==> src/rtl/bf_pkg.sv <==
// Shared types and constants for the bit-serial fused multiplier.
// Holds the precision-mode and FSM state enums, the datapath widths, and
// small helpers that turn a precision mode into a 2-bit brick count.
package bf_pkg;

  localparam int BRICK_W = 2;
  localparam int BPROD_W = 6;
  localparam int OP_W    = 8;
  localparam int ACC_W   = 17;

  typedef enum logic [1:0] {
    MODE2 = 2'd0,
    MODE4 = 2'd1,
    MODE8 = 2'd2
  } prec_mode_t;

  typedef enum logic [1:0] {
    IDLE = 2'd0,
    CALC = 2'd1,
    DONE = 2'd2
  } fuse_state_t;

  // The reserved encoding 2'b11 is treated as full 8-bit precision.
  function automatic prec_mode_t decode_mode(input logic [1:0] m);
    prec_mode_t r;
    case (m)
      2'd0:    r = MODE2;
      2'd1:    r = MODE4;
      default: r = MODE8;
    endcase
    return r;
  endfunction

  // Number of 2-bit bricks in an operand of the given precision.
  function automatic logic [2:0] brick_count(input prec_mode_t m);
    logic [2:0] r;
    case (m)
      MODE2:   r = 3'd1;
      MODE4:   r = 3'd2;
      default: r = 3'd4;
    endcase
    return r;
  endfunction

endpackage

==> src/rtl/bit_brick.sv <==
// Signed/unsigned 2b x 2b multiplier brick.
// Ports:
//   a, b   : 2-bit operand bricks
//   sa, sb : 1 = the brick is the top brick of a two's complement operand
//   p      : 6-bit signed product
module bit_brick
  import bf_pkg::*;
(
  input  logic [BRICK_W-1:0]        a,
  input  logic [BRICK_W-1:0]        b,
  input  logic                      sa,
  input  logic                      sb,
  output logic signed [BPROD_W-1:0] p
);

  logic signed [BRICK_W:0] a_ext;
  logic signed [BRICK_W:0] b_ext;

  // A signed brick extends with its msb, an unsigned one with zero, so a
  // single signed 3x3 multiply covers all four sign combinations.
  assign a_ext = {sa & a[BRICK_W-1], a};
  assign b_ext = {sb & b[BRICK_W-1], b};
  assign p     = a_ext * b_ext;

endmodule

==> src/rtl/bit_serial_fuse.sv <==
// Bit-serial fused-precision multiplier.
// Multiplies a 2/4/8-bit activation by a 2/4/8-bit weight, signed or
// unsigned each, by walking one 2b x 2b brick pair per cycle through a
// single bit_brick and accumulating the shifted partial products.
// Ports:
//   clk, RST             : clock and synchronous active-high reset
//   in_valid / in_ready  : operand handshake (x, y, sx, sy, mode_x, mode_y)
//   out_valid / out_ready: result handshake
//   product              : 17-bit signed full-precision product
module bit_serial_fuse
  import bf_pkg::*;
(
  input  logic                    clk,
  input  logic                    RST,
  input  logic                    in_valid,
  output logic                    in_ready,
  input  logic [OP_W-1:0]         x,
  input  logic [OP_W-1:0]         y,
  input  logic                    sx,
  input  logic                    sy,
  input  logic [1:0]              mode_x,
  input  logic [1:0]              mode_y,
  output logic                    out_valid,
  input  logic                    out_ready,
  output logic signed [ACC_W-1:0] product
);

  fuse_state_t      state_q, state_d;
  logic [3:0]       k_q, k_d;
  logic [OP_W-1:0]  x_q, x_d, y_q, y_d;
  logic             sx_q, sx_d, sy_q, sy_d;
  prec_mode_t       mode_x_q, mode_x_d, mode_y_q, mode_y_d;
  logic [ACC_W-1:0] acc_q, acc_d;

  logic [2:0]               nx, ny;
  logic [4:0]               n_last;
  logic [1:0]               bi, bj;
  logic [2:0]               shift_sum;
  logic [BRICK_W-1:0]       x_brick, y_brick;
  logic                     x_top, y_top;
  logic signed [BPROD_W-1:0] bprod;
  logic [ACC_W-1:0]         term;

  assign nx     = brick_count(mode_x_q);
  assign ny     = brick_count(mode_y_q);
  assign n_last = 5'(nx) * 5'(ny) - 5'd1;

  // nx is a power of two, so k mod nx and k div nx are plain bit fields of k.
  always_comb begin
    bi = 2'd0;
    bj = 2'd0;
    case (mode_x_q)
      MODE2: begin
        bi = 2'd0;
        bj = k_q[1:0];
      end
      MODE4: begin
        bi = {1'b0, k_q[0]};
        bj = k_q[2:1];
      end
      default: begin
        bi = k_q[1:0];
        bj = k_q[3:2];
      end
    endcase
  end

  // Only the most significant brick of a signed operand carries the sign.
  assign x_brick = x_q[{bi, 1'b0} +: BRICK_W];
  assign y_brick = y_q[{bj, 1'b0} +: BRICK_W];
  assign x_top   = ({1'b0, bi} == nx - 3'd1);
  assign y_top   = ({1'b0, bj} == ny - 3'd1);

  bit_brick u_brick (
    .a  (x_brick),
    .b  (y_brick),
    .sa (sx_q & x_top),
    .sb (sy_q & y_top),
    .p  (bprod)
  );

  assign shift_sum = {1'b0, bi} + {1'b0, bj};
  assign term      = {{(ACC_W-BPROD_W){bprod[BPROD_W-1]}}, bprod} << {shift_sum, 1'b0};

  // Next-state, operand capture and accumulation.
  always_comb begin
    state_d  = state_q;
    k_d      = k_q;
    x_d      = x_q;
    y_d      = y_q;
    sx_d     = sx_q;
    sy_d     = sy_q;
    mode_x_d = mode_x_q;
    mode_y_d = mode_y_q;
    acc_d    = acc_q;
    case (state_q)
      IDLE: begin
        if (in_valid) begin
          x_d      = x;
          y_d      = y;
          sx_d     = sx;
          sy_d     = sy;
          mode_x_d = decode_mode(mode_x);
          mode_y_d = decode_mode(mode_y);
          acc_d    = '0;
          k_d      = 4'd0;
          state_d  = CALC;
        end
      end
      CALC: begin
        acc_d = acc_q + term;
        if ({1'b0, k_q} == n_last) begin
          k_d     = 4'd0;
          state_d = DONE;
        end else begin
          k_d = k_q + 4'd1;
        end
      end
      DONE: begin
        if (out_ready) state_d = IDLE;
      end
      default: state_d = IDLE;
    endcase
  end

  // State register; reset discards any operation in flight.
  always_ff @(posedge clk) begin
    if (RST) begin
      state_q  <= IDLE;
      k_q      <= '0;
      x_q      <= '0;
      y_q      <= '0;
      sx_q     <= 1'b0;
      sy_q     <= 1'b0;
      mode_x_q <= MODE2;
      mode_y_q <= MODE2;
      acc_q    <= '0;
    end else begin
      state_q  <= state_d;
      k_q      <= k_d;
      x_q      <= x_d;
      y_q      <= y_d;
      sx_q     <= sx_d;
      sy_q     <= sy_d;
      mode_x_q <= mode_x_d;
      mode_y_q <= mode_y_d;
      acc_q    <= acc_d;
    end
  end

  assign in_ready  = (state_q == IDLE);
  assign out_valid = (state_q == DONE);
  assign product   = acc_q;

endmodule

==> config.mk <==
export PLATFORM = sky130hd
export DESIGN_NAME = bit_serial_fuse
export DESIGN_NICKNAME = d
export VERILOG_FILES = /design/src/rtl/bf_pkg.sv /design/src/rtl/bit_brick.sv /design/src/rtl/bit_serial_fuse.sv
export SDC_FILE = /design/constraint.sdc
export NUM_CORES = 1
export LEC_CHECK = 0
export BUFFER_PORTS_ARGS = -buffer_cell sky130_fd_sc_hd__buf_2
export CORE_MARGIN = 1.5
export CORE_UTILIZATION = 35
export CTS_BUF_LIST = sky130_fd_sc_hd__clkbuf_4
export CTS_CLUSTER_DIAMETER = 30
export CTS_CLUSTER_SIZE = 20
export DETAILED_ROUTE_END_ITERATION = 10
export PLACE_DENSITY_LB_ADDON = 0.12
export SLEW_MARGIN = 30
export SYNTH_ARGS = -nofsm -noshare
export SYNTH_HDL_FRONTEND = slang
export SYNTH_HIERARCHICAL = 1
export SYNTH_SLANG_ARGS = --single-unit
==> constraint.sdc <==
create_clock -name clk -period 6.5 [get_ports clk]
set_clock_uncertainty 0.2 [all_clocks]
set_input_delay 1.3 -clock clk [delete_from_list [all_inputs] [get_ports clk]]
set_output_delay 1.3 -clock clk [all_outputs]
set_load 0.02 [all_outputs]
==> results.py, run 1 <==
metrics = {
    "floorplan": {
        "die_h_um": 103,
        "io_pins": 45,
        "fp.coreArea_sq_um": 9730,
        "rows": 36,
        "dieWidth_um": 103,
        "dieArea_sq_um": 10600,
        "start_util": 0.359,
    },
    "cts": {
        "htreeDepth": 2,
        "cts.clk_slew.worst_paths_ps": 160,
        "clk_latency_ps": 360,
        "numCtsBuffers": 5,
        "cts_hold_buffers": 0,
        "cts_setup_buffers": 0,
        "cts.sinks": 45,
        "postCtsResizedCells": 0,
        "cts_tree": "built",
        "cts-root-buf": "clkbuf_4",
        "cts_buffer_depth": 2,
    },
    "global_route": {
        "grt-ovfl-total": 0,
        "grtUsageTotal": 0.165,
        "grt_pass1_vias": 2923,
        "grt_pass1_wl_mm": 13.7,
        "grt_start_max_net_pins": 41,
        "antenna_found_initial": 0,
    },
    "hold_path": {
        "hp-class": "reg -> reg",
        "min_from": "sx_q",
    },
    "route": {
        "avgViaCountPerCell": 5.06,
        "vias": 3099,
        "ant_nets": 0,
        "drtIter0Drc": 129,
        "drc": 0,
        "drt-total-wl_mm": 8.13,
        "firstDrtPassIters": 4,
        "wl_per_cell_um": 13.3,
    },
    "setup_path": {
        "path_delay_family": "adder cells",
        "r2r_start": "mode_y_q[0]",
        "critical_path_depth": 25,
        "r2r_slack_ps": 370,
        "path_class": "reg -> reg",
        "slowest_stage": "fa_1",
        "critPathCapture": "product[15]",
        "setup.worst_path.start_class": "flop",
        "crit_path_max_incr_delay_ps": 500,
        "path_max_fanout": 5,
        "end_kind": "flop",
        "arrival_ps": 6200,
        "reg2reg_to": "product[15]",
        "cp_num_buf_inv": 1,
        "reg2reg_depth": 25,
        "cp_data_required_time_ps": 6570,
        "startpoint": "mode_y_q[0]",
    },
    "yosys": {
        "async_flop_share": 0,
        "synth_seq_cells": 45,
        "yosys_warnings": 6,
        "syn_avg_cell_area_sq_um": 7.87,
        "synth_ff_type": "dfxtp_1",
        "synth_edf_count": 0,
        "yosysUniqueCellTypes": 55,
        "netlist_area_sq_um": 3500,
        "postSynthCellCount": 444,
        "yosysSeqAreaShare": 0.258,
        "syn_nets": 510,
    },
    "power": {
        "p_int_uw": 424,
        "p_leak_uw": 0.00174,
        "switchingPower_uw": 243,
        "combPwrFrac": 0.322,
        "p_sw_frac": 0.365,
        "peakVddDrop_uv": 120,
        "power_density_nw_per_um2": 170,
        "pwr-share-clk": 0.217,
        "p_seq_frac": 0.461,
    },
    "place": {
        "portBuffers": 44,
        "placed_cell_area_sq_um": 3820,
        "dp.cells": 605,
        "place.gp.congestion": 0.916,
        "dpl.hpwl_mm": 6.34,
    },
    "sta": {
        "hold_viol_final": 0,
        "hold_slack_ps": 265,
        "post-route-period-util": 0.943,
        "fin_crit_ps": 6130,
        "rsz0062_at_grt": "no",
        "finalSetupViolations": 0,
        "fmax_mhz": 163,
        "max_slew_margin": 0.423,
        "tightest_slew_ps": 864,
        "tns_ps": 0,
        "slew_violations": 0,
    },
    "outcome": {
        "run_status": "complete, no violations",
    },
    "layout": {
        "fin_nets": 545,
        "layout_common_cells": "72 x nand2_1, 47 x a21oi_1, 44 x buf_2, 43 x dfxtp_1, 42 x nor2_1",
        "final_cell_area_sq_um": 3920,
        "layoutNonFillerInstCount": 613,
        "final_common_cell": "nand2_1",
        "final_core_util": 0.403,
        "area_growth_pct": 12.0,
        "drive_gt1_frac": 0.167,
        "diodes": 0,
    },
    "job": {
        "cap_viol_max_count": 0,
    },
}
[sequential cells by signal, summed over array words and instances, names as in the netlist]
signal,flops
mode_x_q,2
state_q,2
x_q,8
product,17
mode_y_q,2
y_q,8
sx_q,1
sy_q,1
k_q,4
[worst min path at each step]
stage,endpoint,depth (start not counted)
after floorplan,sx_q,2
after global placement,x_q[5],2
after detailed placement,y_q[1],2
after CTS,sx_q,2
after global routing,x_q[1],2
final,sx_q,2
[layout make-up]
type	instances	area, sq um
clock buffer	5	37.5
tap	133	166
fill	1056	5810
multi-input combinational	352	2440
inverter	28	105
sequential	45	903
timing repair buffer	47	243
clock inverter	3	21.3
[logic make-up after synthesis]
group | after synthesis | synth area share
multiplexers | 11 | 0.0465
AO/OA/AOI/OAI | 116 | 0.215
buffers and inverters | 47 | 0.0540
AND/OR/NAND/NOR | 155 | 0.193
XOR/XNOR | 30 | 0.0752
adder cells (fa/ha/maj) | 40 | 0.158
flip-flops | 45 | 0.258
[per-layer routing]
| metal | up-vias | routed length [um] | GRT usage |
|---|---|---|---|
| met5 | - | 0 | 0 |
| met4 | 0 | 78 | 0.0343 |
| met3 | 7 | 291 | 0.0285 |
| met2 | 44 | 3520 | 0.268 |
| met1 | 1444 | 4230 | 0.229 |
| li1 | 1604 | - | - |
[cells in the mapped netlist, types with 3 or more instances]
cell type	count	share of area
nand3_1	5	0.0072
ha_1	33	0.12
clkbuf_1	15	0.016
dfxtp_1	45	0.26
o211ai_1	4	0.0086
a21oi_1	48	0.069
nor2b_1	9	0.016
a31oi_1	3	0.0054
nor2_1	43	0.046
a22oi_1	7	0.015
o21ai_0	18	0.026
nand2_1	73	0.078
inv_1	28	0.030
xnor2_1	24	0.060
fa_1	7	0.040
mux4_2	4	0.026
mux2i_1	5	0.014
o21bai_1	3	0.0064
a22o_1	9	0.023
and2_1	4	0.0072
xor2_1	6	0.015
nand2b_1	5	0.0089
o21a_1	3	0.0064
[power groups by stage]
stage	clock network [uW]	registers [uW]	logic [uW]
floorplan	0	308	167
global placement	0	313	212
detailed placement	0	313	214
global route	170	311	243
finish	145	308	215
CTS	159	307	215
[stage by stage]
| step | setup slack (ps) | power [uW] |
|---|---|---|
| floorplan | 534 | 476 |
| global placement | 315 | 525 |
| detailed placement | 230 | 527 |
| CTS | 148 | 681 |
| global route | 20.0 | 724 |
| finish | 368 | 668 |
[worst register-to-register path, delay by kind of cell (launching register included)]
family	cells	cell delay (ps)
adders and majority gates	6	1990
AOI/OAI and AO/OA	6	1530
and+or+nand+nor	8	1280
xor gates and xnor gates	4	620
DFF	1	350
buffers and inverters	1	40
No activity file was read; power rests on OpenSTA's default activity.
==> inputs of run 2 (changes only) <==
--- a/config.mk
+++ b/config.mk
@@ -7,7 +7,7 @@
 export LEC_CHECK = 0
 export BUFFER_PORTS_ARGS = -buffer_cell sky130_fd_sc_hd__buf_2
 export CORE_MARGIN = 1.5
-export CORE_UTILIZATION = 35
+export CORE_UTILIZATION = 45
 export CTS_BUF_LIST = sky130_fd_sc_hd__clkbuf_4
 export CTS_CLUSTER_DIAMETER = 30
 export CTS_CLUSTER_SIZE = 20
==> results.py, run 2 (synthesis gave the netlist of run 1 again) <==
metrics = {
    "setup_path": {
        "path_max_fanout": 5,
        "reg2reg_depth": 25,
        "crit_path_max_incr_delay_ps": 500,
        "arrival_ps": 6180,
        "end_kind": "flop",
        "cp_data_required_time_ps": 6580,
        "setup.worst_path.start_class": "flop",
        "slowest_stage": "fa_1",
        "path_class": "reg -> reg",
    },
    "place": {
        "dpl.hpwl_mm": 5.97,
        "portBuffers": 44,
        "placed_cell_area_sq_um": 3780,
        "place.gp.congestion": 0.900,
    },
    "route": {
        "drt-total-wl_mm": 7.85,
        "drc": 0,
        "firstDrtPassIters": 4,
        "ant_nets": 0,
        "wl_per_cell_um": 13.5,
        "drtIter0Drc": 162,
        "vias": 3107,
        "avgViaCountPerCell": 5.36,
    },
    "global_route": {
        "grt_pass1_vias": 2897,
        "busiest_layer": "met2",
        "use_met2": 0.314,
        "antenna_found_initial": 0,
        "grt_pass1_wl_mm": 13.5,
        "grt_start_max_net_pins": 41,
        "grtUsageTotal": 0.196,
        "grtUsageMet3": 0.0260,
        "grt-ovfl-total": 0,
        "grtUsageMet1": 0.277,
    },
    "sta": {
        "hold_viol_final": 0,
        "max_slew_margin": 0.468,
        "slew_violations": 0,
        "fin_crit_ps": 6100,
        "finalSetupViolations": 0,
        "hold_slack_ps": 264,
        "fmax_mhz": 164,
        "rsz0062_at_grt": "no",
        "post-route-period-util": 0.938,
        "tightest_slew_ps": 796,
        "tns_ps": 0,
    },
    "cts": {
        "cts_buffer_depth": 2,
        "cts-root-buf": "clkbuf_4",
        "clk_latency_ps": 360,
        "htreeDepth": 2,
        "numCtsBuffers": 5,
        "cts.sinks": 45,
        "cts_tree": "built",
        "cts.clk_slew.worst_paths_ps": 140,
    },
    "floorplan": {
        "dieWidth_um": 91.1,
        "io_pins": 45,
        "dieArea_sq_um": 8310,
        "die_h_um": 91.1,
        "rows": 31,
        "fp.coreArea_sq_um": 7370,
        "start_util": 0.474,
    },
    "outcome": {
        "run_status": "complete, no violations",
    },
    "layout": {
        "fin_nets": 546,
        "area_growth_pct": 11.1,
        "final_common_cell": "nand2_1",
        "layout_common_cells": "73 x nand2_1, 47 x a21oi_1, 44 x buf_2, 43 x dfxtp_1, 42 x nor2_1",
        "fillers": 715,
        "drive_gt1_frac": 0.162,
        "diodes": 0,
        "final_cell_area_sq_um": 3880,
        "largest_register_ffs": 17,
    },
    "power": {
        "peakVddDrop_uv": 107,
        "p_sw_frac": 0.341,
        "p_seq_frac": 0.442,
        "switchingPower_uw": 239,
        "power_density_nw_per_um2": 180,
        "p_int_uw": 460,
        "p_leak_uw": 0.00175,
        "combPwrFrac": 0.302,
        "totalPowerFinal_uw": 699,
        "pwr-share-clk": 0.256,
    },
    "job": {
        "cap_viol_max_count": 0,
    },
    "hold_path": {
        "hold_depth": 2,
        "hp-class": "reg -> reg",
    },
}
-- run 2: cell count changes in the layout (fill, tap and decap cells not counted), sizes merged --
cell	previous run	this run
buf	47	48
bufinv	0	1
inv	29	28
-- run 2: timing repair --
| item | CTS | global route |
|---|---|---|
| buffers inserted | 0 | 1 |
| hold buffers | 0 | 0 |
| resized for setup | 0 | 8 |
| endpoints found under the setup margin | 0 | 8 |
-- run 2: layout make-up --
| class | count | area, sq um | share of cell area |
|---|---|---|---|
| Clock buffer | 5 | 37.5 | 0.00966 |
| Clock inverter | 3 | 41.3 | 0.0106 |
| Inverter | 28 | 105 | 0.0271 |
| Multi-Input combinational cell | 352 | 2420 | 0.624 |
| Sequential cell | 45 | 903 | 0.233 |
| Tap cell | 99 | 124 | 0.0319 |
| Timing Repair Buffer | 48 | 250 | 0.0644 |
-- run 2: final timing paths --
| check | start | end | slack, ps |
|---|---|---|---|
| max | mode_y_q[0] | product[15] | 400 |
| min | y_q[1] | y_q[1] | 260 |
| max reg2reg | mode_y_q[0] | product[15] | 400 |
| min reg2reg | y_q[1] | y_q[1] | 260 |
-- run 2: per-stage QoR --
step | std cells | utilization | worst slack, ps
after floorplan | 444 | - | 534
after global placement | 571 | 0.513 | 342
after detailed placement | 571 | 0.513 | 244
after CTS | 579 | 0.523 | 195
after global routing | 580 | 0.527 | 7.24
final | 580 | 0.527 | 401
-- run 2: metal layers --
layer  routed length, um  vias to the layer above  share of wire
met5                   0                        -              0
li1                    -                     1604              -
met3                 276                        9          0.035
met1                3980                     1432           0.51
met4                  87                        0          0.011
met2                3500                       62           0.45
-- run 2: power groups by stage --
stage	registers, uW	logic, uW	clock network [uW]
after floorplan	308	167	0
after global placement	314	206	0
after detailed placement	315	209	0
after CTS	309	210	185
after global routing	312	240	196
final	309	211	179
-- run 2: worst max-delay path, delay by kind of cell (launching register included) --
family                     cells  cell delay (ps)
adders and majority gates      6             1990
AOI/OAI and AO/OA              6             1560
and+or+nand+nor                8             1270
xor gates and xnor gates       4              620
DFF                            1              340
buffers and inverters          1               40
==> inputs of run 3 (changes only) <==
==> constraint.sdc (replaced) <==
create_clock -name clk -period 5.05 [get_ports clk]
set_clock_uncertainty 0.2 [all_clocks]
set_input_delay 1.01 -clock clk [delete_from_list [all_inputs] [get_ports clk]]
set_output_delay 1.01 -clock clk [all_outputs]
set_load 0.02 [all_outputs]
==> results.py, run 3 (synthesis gave the netlist of run 1 again) <==
metrics = {
    "cts": {
        "cts_hold_buffers": 0,
        "clk_latency_ps": 380,
        "htreeDepth": 2,
        "cts_buffer_depth": 2,
        "cts.clk_slew.worst_paths_ps": 160,
        "numCtsBuffers": 5,
        "cts_tree": "built",
        "cts.sinks": 45,
        "cts-root-buf": "clkbuf_4",
    },
    "hold_path": {
        "min_from": "mode_y_q[0]",
        "hp-class": "reg -> reg",
    },
    "setup_path": {
        "cp_data_required_time_ps": 5170,
        "setup.worst_path.start_class": "flop",
        "path_class": "reg -> reg",
        "r2r_start": "mode_x_q[1]",
        "arrival_ps": 5690,
        "path_max_fanout": 8,
        "startpoint": "mode_x_q[1]",
        "slowest_stage": "mux4_2",
        "r2r_slack_ps": -510,
        "end_kind": "flop",
        "cp_num_buf_inv": 3,
        "path_delay_family": "adder cells",
        "crit_path_max_incr_delay_ps": 540,
    },
    "sta": {
        "slew_violations": 0,
        "setup_ws_ps": -514,
        "fin_crit_ps": 5560,
        "post-route-period-util": 1.10,
        "hold_viol_final": 0,
        "rsz0062_at_grt": "yes",
        "finalSetupViolations": 11,
        "fmax_mhz": 180,
        "max_slew_margin": 0.430,
        "tns_ps": -3710,
        "tightest_slew_ps": 854,
    },
    "job": {
        "cap_viol_max_count": 0,
    },
    "power": {
        "power_density_nw_per_um2": 198,
        "p_leak_uw": 0.00212,
        "peakVddDrop_uv": 212,
    },
    "global_route": {
        "antenna_found_initial": 0,
        "grt_pass1_vias": 3347,
        "grtUsageTotal": 0.224,
        "use_met2": 0.372,
        "grtUsageMet3": 0.0327,
        "busiest_layer": "met2",
        "grt-ovfl-total": 0,
        "grtUsageMet1": 0.306,
        "grt_pass1_wl_mm": 15.3,
        "grt_start_max_net_pins": 41,
    },
    "layout": {
        "layout_common_cells": "73 x buf_4, 70 x nand2_1, 44 x buf_2, 41 x a21oi_1, 41 x dfxtp_1",
        "drive_gt1_frac": 0.351,
        "largest_register_ffs": 17,
        "fillers": 669,
        "final_cell_area_sq_um": 4710,
        "final_core_util": 0.640,
        "fin_nets": 618,
        "diodes": 0,
        "area_growth_pct": 34.8,
        "final_common_cell": "buf_4",
    },
    "floorplan": {
        "start_util": 0.474,
        "die_h_um": 91.1,
        "dieArea_sq_um": 8310,
        "rows": 31,
        "fp.coreArea_sq_um": 7370,
        "io_pins": 45,
        "dieWidth_um": 91.1,
    },
    "route": {
        "drt-total-wl_mm": 8.84,
        "avgViaCountPerCell": 5.19,
        "vias": 3387,
        "drc": 0,
        "wl_per_cell_um": 13.6,
        "ant_nets": 0,
        "drtIter0Drc": 153,
        "firstDrtPassIters": 4,
    },
    "outcome": {
        "run_status": "finished, violations left",
        "violations": "negative setup slack",
    },
    "place": {
        "dpl.hpwl_mm": 6.72,
        "placed_cell_area_sq_um": 4340,
        "place.gp.congestion": 0.890,
        "portBuffers": 44,
    },
}
-- run 3: cell count changes in the layout (fill, tap and decap cells not counted), moves of 5 or more --
cell / change
o21ai_0: -10
o21ai_1: +5
a21oi_1: -6
buf_4: +69
ha_1: -11
ha_4: +9
a21oi_2: +5
-- run 3: through the flow --
| stage | total power [uW] | setup WS [ps] | hold slack (ps) | std cells |
|---|---|---|---|---|
| 4_1_cts | 932 | -572 | 269 | 650 |
| 2_1_floorplan | 623 | -549 | 232 | 444 |
| 3_5_place_dp | 720 | -733 | 248 | 636 |
| 3_3_place_gp | 712 | -682 | 242 | 636 |
| 6_report | 935 | -514 | 266 | 652 |
| 5_1_grt | 995 | -781 | 289 | 652 |
-- run 3: cell type report --
class / instances / area (sq um) / share of cell area
multi-input cells: 352 / 2710 / 0.574
flip-flops and latches: 45 / 911 / 0.193
repair buffers: 120 / 802 / 0.170
well taps: 99 / 124 / 0.0263
inverters: 28 / 105 / 0.0223
clock buffers: 5 / 37.5 / 0.00796
clock inverters: 3 / 28.8 / 0.00611
-- run 3: timing repair --
item	in CTS	in global routing
gates resized for setup	26	35
setup endpoints to repair	12	13
cloned	0	0
pin swaps	32	18
endpoints found under the hold margin	0	0
buffers inserted	7	4
-- run 3: report_power, final --
group,total (uW),leakage (uW),switching [uW],internal [uW]
clock,205,0.0000381,143,61.7
sequential,394,0.000369,16.5,377
combinational,337,0.00171,182,155
total,935,0.00212,341,594
-- run 3: tightest hold or removal path: stages, from the launching register on --
cell and delay (ps):
dfxtp_2 350, nand2_1 50, a21oi_1 50
-- run 3: per-layer routing --
layer / up-vias / wire length, um / part of all wire
met2: 47 / 4070 / 0.46
met4: 0 / 100 / 0.011
met5: - / 0 / 0
met1: 1584 / 4500 / 0.51
met3: 11 / 177 / 0.020
li1: 1745 / - / -
-- run 3: path summary, 6_finish.rpt --
path | depth (start not counted) | end
max | 25 | product[16]
min | 2 | mode_y_q[0]
max reg2reg | 25 | product[16]
min reg2reg | 2 | mode_y_q[0]
